### config.mk
export PLATFORM = sky130hd
export DESIGN_NAME = mem_stage
export DESIGN_NICKNAME = d
export VERILOG_FILES = /design/src/rtl/mem_stage.sv
export SDC_FILE = /design/constraint.sdc
export NUM_CORES = 1
export LEC_CHECK = 0
export BUFFER_PORTS_ARGS = -buffer_cell sky130_fd_sc_hd__buf_2
export CELL_PAD_IN_SITES_DETAIL_PLACEMENT = 0
export CELL_PAD_IN_SITES_GLOBAL_PLACEMENT = 1
export CORE_MARGIN = 2
export CORE_UTILIZATION = 25
export CTS_CLUSTER_SIZE = 12
export DETAILED_ROUTE_END_ITERATION = 7
export PLACE_DENSITY_LB_ADDON = 0.1
export SYNTH_ARGS = -nofsm -noshare
export SYNTH_HDL_FRONTEND = slang
export SYNTH_SLANG_ARGS = --single-unit
export TNS_END_PERCENT = 5
### constraint.sdc
create_clock -name clk -period 1.9 [get_ports clk]
set_clock_uncertainty 0.05 [all_clocks]
set_input_delay 0.285 -clock clk [delete_from_list [all_inputs] [get_ports clk]]
set_output_delay 0.285 -clock clk [all_outputs]
set_load 0.05 [all_outputs]
### src/rtl/mem_stage.sv
// mem_stage: memory-access stage of the rv32i pipeline (execute -> mem -> wb_stage).
//
// Issues loads/stores to data memory over a req/ready handshake, formats load
// data, and registers opcode/c/d/pc_from_mem for wb_stage. Exactly one
// retirement (wb_valid pulse) per accepted instruction.
//
// Parameters:
//   TIMEOUT_CYCLES : WAIT cycles without dmem_ready before abort with bus_err.
// Optional feature:
//   MEM_MISALIGN_CHECK_EN : when defined, misaligned halfword/word accesses skip
//                           the bus and retire in one cycle with misaligned=1.
// Ports:
//   clk, rst_n                     : clock, async active-low reset
//   in_valid, opcode_in, funct3_in : upstream instruction
//   c_in, b_in, pc_in              : address/ALU result, store data, pc
//   stall                          : hold upstream
//   dmem_req/we/addr/wdata/be      : memory request (registered)
//   dmem_rdata, dmem_ready         : memory response
//   opcode, c, d, pc_from_mem      : to wb_stage
//   wb_valid, misaligned, bus_err  : one-cycle retirement pulses
module mem_stage #(
   parameter int TIMEOUT_CYCLES = 255
) (
   input  logic        clk,
   input  logic        rst_n,
   input  logic        in_valid,
   input  logic [6:0]  opcode_in,
   input  logic [2:0]  funct3_in,
   input  logic [31:0] c_in,
   input  logic [31:0] b_in,
   input  logic [31:0] pc_in,
   output logic        stall,
   output logic        dmem_req,
   output logic        dmem_we,
   output logic [31:0] dmem_addr,
   output logic [31:0] dmem_wdata,
   output logic [3:0]  dmem_be,
   input  logic [31:0] dmem_rdata,
   input  logic        dmem_ready,
   output logic [6:0]  opcode,
   output logic [31:0] c,
   output logic [31:0] d,
   output logic [31:0] pc_from_mem,
   output logic        wb_valid,
   output logic        misaligned,
   output logic        bus_err
);

   localparam logic [6:0] OP_LOAD  = 7'b0000011;
   localparam logic [6:0] OP_STORE = 7'b0100011;
   localparam int         CW       = (TIMEOUT_CYCLES < 2) ? 1 : $clog2(TIMEOUT_CYCLES + 1);

   typedef enum logic {S_IDLE, S_WAIT} state_t;

   state_t          r_state, w_state_nxt;
   logic [CW-1:0]   r_cnt;

   // instruction latched for the duration of the bus access
   logic [6:0]      r_op;
   logic [2:0]      r_f3;
   logic [31:0]     r_a;
   logic [31:0]     r_pc;

   logic            r_dmem_req, r_dmem_we;
   logic [31:0]     r_dmem_addr, r_dmem_wdata;
   logic [3:0]      r_dmem_be;
   logic [6:0]      r_opcode;
   logic [31:0]     r_c, r_d, r_pc_out;
   logic            r_wb_valid, r_mis, r_err;

   logic            w_is_load, w_is_store, w_is_mem, w_mis_in;
   logic            w_stall, w_done, w_timeout;
   logic [3:0]      w_be;
   logic [31:0]     w_wdata;
   logic [31:0]     w_ld;
   logic [7:0]      w_byte;
   logic [15:0]     w_half;

   assign w_is_load  = (opcode_in == OP_LOAD);
   assign w_is_store = (opcode_in == OP_STORE);
   assign w_is_mem   = w_is_load | w_is_store;

`ifdef MEM_MISALIGN_CHECK_EN
   // Unlisted funct3 values behave as word accesses, so they need full alignment.
   always_comb begin
      w_mis_in = 1'b0;
      if (w_is_load) begin
         case (funct3_in)
            3'b000, 3'b100: w_mis_in = 1'b0;
            3'b001, 3'b101: w_mis_in = c_in[0];
            default:        w_mis_in = |c_in[1:0];
         endcase
      end else if (w_is_store) begin
         case (funct3_in)
            3'b000:  w_mis_in = 1'b0;
            3'b001:  w_mis_in = c_in[0];
            default: w_mis_in = |c_in[1:0];
         endcase
      end
   end
`else
   assign w_mis_in = 1'b0;
`endif

   // Store lane placement; loads always read the full word.
   always_comb begin
      w_be    = 4'b1111;
      w_wdata = 32'h0;
      if (w_is_store) begin
         case (funct3_in)
            3'b000: begin
               w_be    = 4'b0001 << c_in[1:0];
               w_wdata = {4{b_in[7:0]}};
            end
            3'b001: begin
               w_be    = 4'b0011 << {c_in[1], 1'b0};
               w_wdata = {2{b_in[15:0]}};
            end
            default: begin
               w_be    = 4'b1111;
               w_wdata = b_in;
            end
         endcase
      end
   end

   // Load formatting from the latched address/funct3.
   assign w_byte = dmem_rdata[{r_a[1:0], 3'b000} +: 8];
   assign w_half = r_a[1] ? dmem_rdata[31:16] : dmem_rdata[15:0];

   always_comb begin
      case (r_f3)
         3'b000:  w_ld = {{24{w_byte[7]}}, w_byte};
         3'b100:  w_ld = {24'h0, w_byte};
         3'b001:  w_ld = {{16{w_half[15]}}, w_half};
         3'b101:  w_ld = {16'h0, w_half};
         default: w_ld = dmem_rdata;
      endcase
   end

   // A late dmem_ready in the final counted cycle still wins over the abort.
   assign w_timeout = (r_cnt == CW'(TIMEOUT_CYCLES - 1)) & ~dmem_ready;

   always_ff @(posedge clk or negedge rst_n) begin
      if (!rst_n) r_state <= S_IDLE;
      else        r_state <= w_state_nxt;
   end

   always_comb begin
      w_state_nxt = r_state;
      w_stall     = 1'b0;
      w_done      = 1'b0;
      case (r_state)
         S_IDLE: begin
            if (in_valid && w_is_mem && !w_mis_in) begin
               w_stall     = 1'b1;
               w_state_nxt = S_WAIT;
            end
         end
         S_WAIT: begin
            w_stall = 1'b1;
            if (dmem_ready || w_timeout) begin
               w_done      = 1'b1;
               w_state_nxt = S_IDLE;
            end
         end
         default: w_state_nxt = S_IDLE;
      endcase
   end

   // Gate with reset so stall is 0 while reset is asserted, even with in_valid high.
   assign stall = rst_n & w_stall;

   always_ff @(posedge clk or negedge rst_n) begin
      if (!rst_n) begin
         r_cnt        <= '0;
         r_op         <= '0;
         r_f3         <= '0;
         r_a          <= '0;
         r_pc         <= '0;
         r_dmem_req   <= 1'b0;
         r_dmem_we    <= 1'b0;
         r_dmem_addr  <= '0;
         r_dmem_wdata <= '0;
         r_dmem_be    <= '0;
         r_opcode     <= '0;
         r_c          <= '0;
         r_d          <= '0;
         r_pc_out     <= '0;
         r_wb_valid   <= 1'b0;
         r_mis        <= 1'b0;
         r_err        <= 1'b0;
      end else begin
         // retirement pulses default low; c/d/pc hold their last value
         r_opcode   <= '0;
         r_wb_valid <= 1'b0;
         r_mis      <= 1'b0;
         r_err      <= 1'b0;
         case (r_state)
            S_IDLE: begin
               if (in_valid) begin
                  if (w_is_mem && !w_mis_in) begin
                     r_op         <= opcode_in;
                     r_f3         <= funct3_in;
                     r_a          <= c_in;
                     r_pc         <= pc_in;
                     r_cnt        <= '0;
                     r_dmem_req   <= 1'b1;
                     r_dmem_we    <= w_is_store;
                     r_dmem_addr  <= {c_in[31:2], 2'b00};
                     r_dmem_wdata <= w_wdata;
                     r_dmem_be    <= w_be;
                  end else begin
                     // non-memory op, or a suppressed misaligned access
                     r_opcode   <= opcode_in;
                     r_c        <= c_in;
                     r_d        <= '0;
                     r_pc_out   <= pc_in;
                     r_wb_valid <= 1'b1;
                     r_mis      <= w_mis_in;
                  end
               end
            end
            S_WAIT: begin
               if (w_done) begin
                  r_opcode     <= r_op;
                  r_c          <= r_a;
                  r_pc_out     <= r_pc;
                  r_d          <= (dmem_ready && r_op == OP_LOAD) ? w_ld : 32'h0;
                  r_wb_valid   <= 1'b1;
                  r_err        <= ~dmem_ready;
                  r_dmem_req   <= 1'b0;
                  r_dmem_we    <= 1'b0;
                  r_dmem_addr  <= '0;
                  r_dmem_wdata <= '0;
                  r_dmem_be    <= '0;
               end else begin
                  r_cnt <= r_cnt + 1'b1;
               end
            end
            default: ;
         endcase
      end
   end

   assign dmem_req    = r_dmem_req;
   assign dmem_we     = r_dmem_we;
   assign dmem_addr   = r_dmem_addr;
   assign dmem_wdata  = r_dmem_wdata;
   assign dmem_be     = r_dmem_be;
   assign opcode      = r_opcode;
   assign c           = r_c;
   assign d           = r_d;
   assign pc_from_mem = r_pc_out;
   assign wb_valid    = r_wb_valid;
   assign misaligned  = r_mis;
   assign bus_err     = r_err;

endmodule

==> flow_summary.json <==
{
  "cts_tree": "yes",
  "ant_nets": 0,
  "ys_async_sr_fraction_pct": 100.0,
  "crit_type": "reg2reg",
  "max_freq_ghz": 0.5467,
  "reg2reg_depth": 9,
  "fp.dieW_um": 217.1,
  "synth_cell_types": 56,
  "syn_inst": 1059,
  "synth_edf_count": 0,
  "place_hpwl_um": 26670,
  "crit_start": "r_cnt[0]$_DFFE_PN0P_",
  "postPlaceCellArea_mm2": 0.01384,
  "setup-violations-final": 0,
  "core_area_mm2": 0.04509,
  "final_cell_area_mm2": 0.01602,
  "seq_area_frac_synth_pct": 56.44,
  "netlist_area_mm2": 0.01135,
  "synth_warnings": 0,
  "drv_slew": 0,
  "vias": 9553,
  "cts_made_buffers": 34,
  "io_buffers": 315,
  "wl_met3_um": 2505,
  "relSlewSlack_pct": 42.64,
  "min_period_ns": 1.829,
  "grt_usage_pct": 16.90,
  "arrival_ns": 2.22,
  "fin_util_pct": 35.52,
  "start_util_pct": 25.17,
  "hold_violations": 0,
  "grt_first_pass_wirelength_um": 61010,
  "r2r_slack_ns": 0.07,
  "grt_overflow": 0,
  "r2r_start": "r_cnt[0]$_DFFE_PN0P_",
  "postCtsSetupRepairBufs": 0,
  "cp-end-kind": "register",
  "wl_um": 40560,
  "drt_iter0_markers": 459,
  "worst_ep_required_time_ns": 2.30,
  "leakage_uw": 0.007771,
  "endpoint": "c[16]$_DFFE_PN0P_",
  "final_cells": 2108,
  "r2r_end": "c[16]$_DFFE_PN0P_",
  "fp-row-count": 78,
  "grt_pass1_vias": 9663,
  "cts_buffer_depth": 3,
  "drive_gt1_share_pct": 29.93,
  "wl_met1_um": 18970,
  "outcome": "complete, no violations",
  "grt_max_degree": 139,
  "dieHeight_um": 217.1,
  "clk_latency_ns": 0.53,
  "antenna_found_initial": 4,
  "cts.sinks": 256,
  "post_drt_wl_per_cell_um": 19.24,
  "gp_congestion": 0.7299,
  "drc": 0,
  "dp.cells": 1952,
  "nFillCells": 4632,
  "ys_seq_elements": 256,
  "drt_pre_antenna_iters": 4,
  "critPathMaxFanout": 32,
  "routed.top_layer": "met5",
  "vdd_drop_max_mv": 0.5163,
  "rsz0062_at_grt": "true",
  "wl_met2_um": 18260,
  "nets": 1632,
  "startpoint_type": "register",
  "ys.flop_type": "dfrtp_1",
  "cts.clk_slew.worst_paths_ns": 0.05,
  "syn-mean-instance-area_um2": 10.72,
  "htreeDepth": 2,
  "ios": 319,
  "worstMarginPinSlew_ns": 0.8604,
  "power_per_cell_area_mw_per_mm2": 997.3,
  "max_cap_violations": 0,
  "fin_crit_sh_pct": 96.27,
  "avgViaCountPerCell": 4.532,
  "clock_tree.root_cell": "clkbuf_16",
  "hold_path_class": "in2reg",
  "die_area_mm2": 0.04712,
  "syn_to_final_growth_pct": 41.11
}
logic make-up after synthesis:
logic type,after synthesis,share of synthesized area [%]
flip-flops,256,56.44
adder cells (fa/ha/maj),2,0.2204
AND/OR/NAND/NOR,355,13.99
buffers and inverters,100,4.928
multiplexers,94,8.621
AO/OA/AOI/OAI,247,15.46
XOR/XNOR,4,0.3086
other,1,0.03304
report_power, final:
part	internal, µW	switching, µW	total [µW]
Sequential	5960	298	6260
Combinational	1070	2220	3290
Clock	3930	2490	6430
Total	11000	5010	16000
worst min path at each step:
stage | startpoint | depth (start not counted) | to
finish | b_in[25] | 3 | dmem_wdata[25]$_DFFE_PN0P_
CTS | dmem_rdata[19] | 3 | d[19]$_DFFE_PN0P_
detailed placement | rst_n | 1 | r_pc[3]$_DFFE_PN0P_
global placement | rst_n | 1 | r_pc[3]$_DFFE_PN0P_
global route | dmem_rdata[17] | 3 | d[17]$_DFFE_PN0P_
floorplan | rst_n | 0 | bus_err$_DFF_PN0_
sequential cells by signal, indices dropped and copies added (netlist names):
signal       count
dmem_req         1
r_op             7
dmem_wdata      32
pc_from_mem     32
dmem_addr       30
opcode           7
r_a             32
c               32
bus_err          1
dmem_we          1
r_state          1
r_pc            32
d               32
r_f3             3
wb_valid         1
dmem_be          4
r_cnt            8
cells in the mapped netlist (4+ instances only):
cell type  count  area [µm²]
o32ai_1       13       113.9
o21ai_0       17       85.08
o22ai_1        6       37.54
o31ai_1        8       60.06
nor3_1        68       340.3
a21oi_1       77       385.4
nand2_1      216       810.8
clkbuf_1      25       93.84
inv_1         18       67.56
buf_4         13       97.59
o211ai_1       5       37.54
nand2b_1       9       56.30
dfrtp_1      256        6406
nand3_1       12       60.06
o2bb2ai_1     15       131.4
buf_2         24       120.1
mux2i_1       88       880.8
buf_1          4       15.01
and2_1         7       43.79
buf_6         14       157.7
nor2_1        21       78.83
a22o_1        74       648.1
a21o_1        19       142.6
nor2b_1        5       31.28
xor2_1         4       35.03
timing repair:
item / 4_1_cts / 5_1_grt
setup endpoints to repair: 2 / 88
hold buffers: 99 / 0
endpoints found under the hold margin: 365 / 0
gates resized for setup: 4 / 9
gates cloned: 0 / 1
pin swaps: 0 / 1
placed cells by master (no fill, tap or decap), types with 5 or more instances in the layout:
master | Yosys | final
dlygate4sd3_1 | 0 | 99
o31ai_1 | 8 | 8
nor3_1 | 68 | 68
o2bb2ai_1 | 15 | 15
o21ai_0 | 17 | 17
buf_12 | 0 | 14
nand3_1 | 12 | 11
mux2i_1 | 88 | 88
o22ai_1 | 6 | 6
a21oi_1 | 77 | 77
clkbuf_1 | 25 | 6
and2_1 | 7 | 7
dfrtp_1 | 256 | 255
o211ai_1 | 5 | 5
nor2_1 | 21 | 20
nand2b_1 | 9 | 9
buf_2 | 24 | 313
a22o_1 | 74 | 74
nand2_1 | 216 | 216
clkinv_2 | 0 | 6
o32ai_1 | 13 | 10
inv_1 | 18 | 18
a21o_1 | 19 | 18
clkbuf_16 | 0 | 38
buf_4 | 13 | 42
worst max-delay path, cell delays in order, from the launching register on:
cell	delay [ns]
dfrtp_1	0.34
inv_1	0.05
ha_2	0.19
and4_4	0.15
a21o_4	0.23
buf_4	0.16
nor2_8	0.12
inv_6	0.06
buf_12	0.16
a21oi_1	0.18
through the flow:
stage | hold slack [ns] | setup TNS, ns | total power (µW) | worst slack (ns)
after floorplan | -0.06059 | 0 | 8351 | 0.08678
final | 0.04016 | 0 | 15970 | 0.07078
after global placement | 0.05085 | -0.07186 | 9487 | -0.01497
after CTS | 0.002869 | 0 | 16240 | 0.01752
after global routing | 0.02590 | -0.2615 | 16720 | -0.04075
after detailed placement | 0.05143 | 0 | 9486 | 0.01508
cell type report:
type | count | area (µm²) | area share [%]
sequential | 256 | 6410 | 40.02
multi-input combinational | 705 | 4474 | 27.94
timing repair buffer | 471 | 3204 | 20.01
clock buffer | 47 | 1003 | 6.266
tap | 600 | 750.7 | 4.687
clock inverter | 8 | 90.09 | 0.5625
inverter | 20 | 80.08 | 0.5000
antenna | 1 | 2.502 | 0.01562
per-layer routing:
layer | up-vias | track usage [%]
met1 | 4655 | 23.20
met4 | 4 | 4.635
li1 | 4605 | -
met3 | 54 | 4.850
met2 | 235 | 25.94
met5 | - | 0
(Power assumes the default switching activity.)
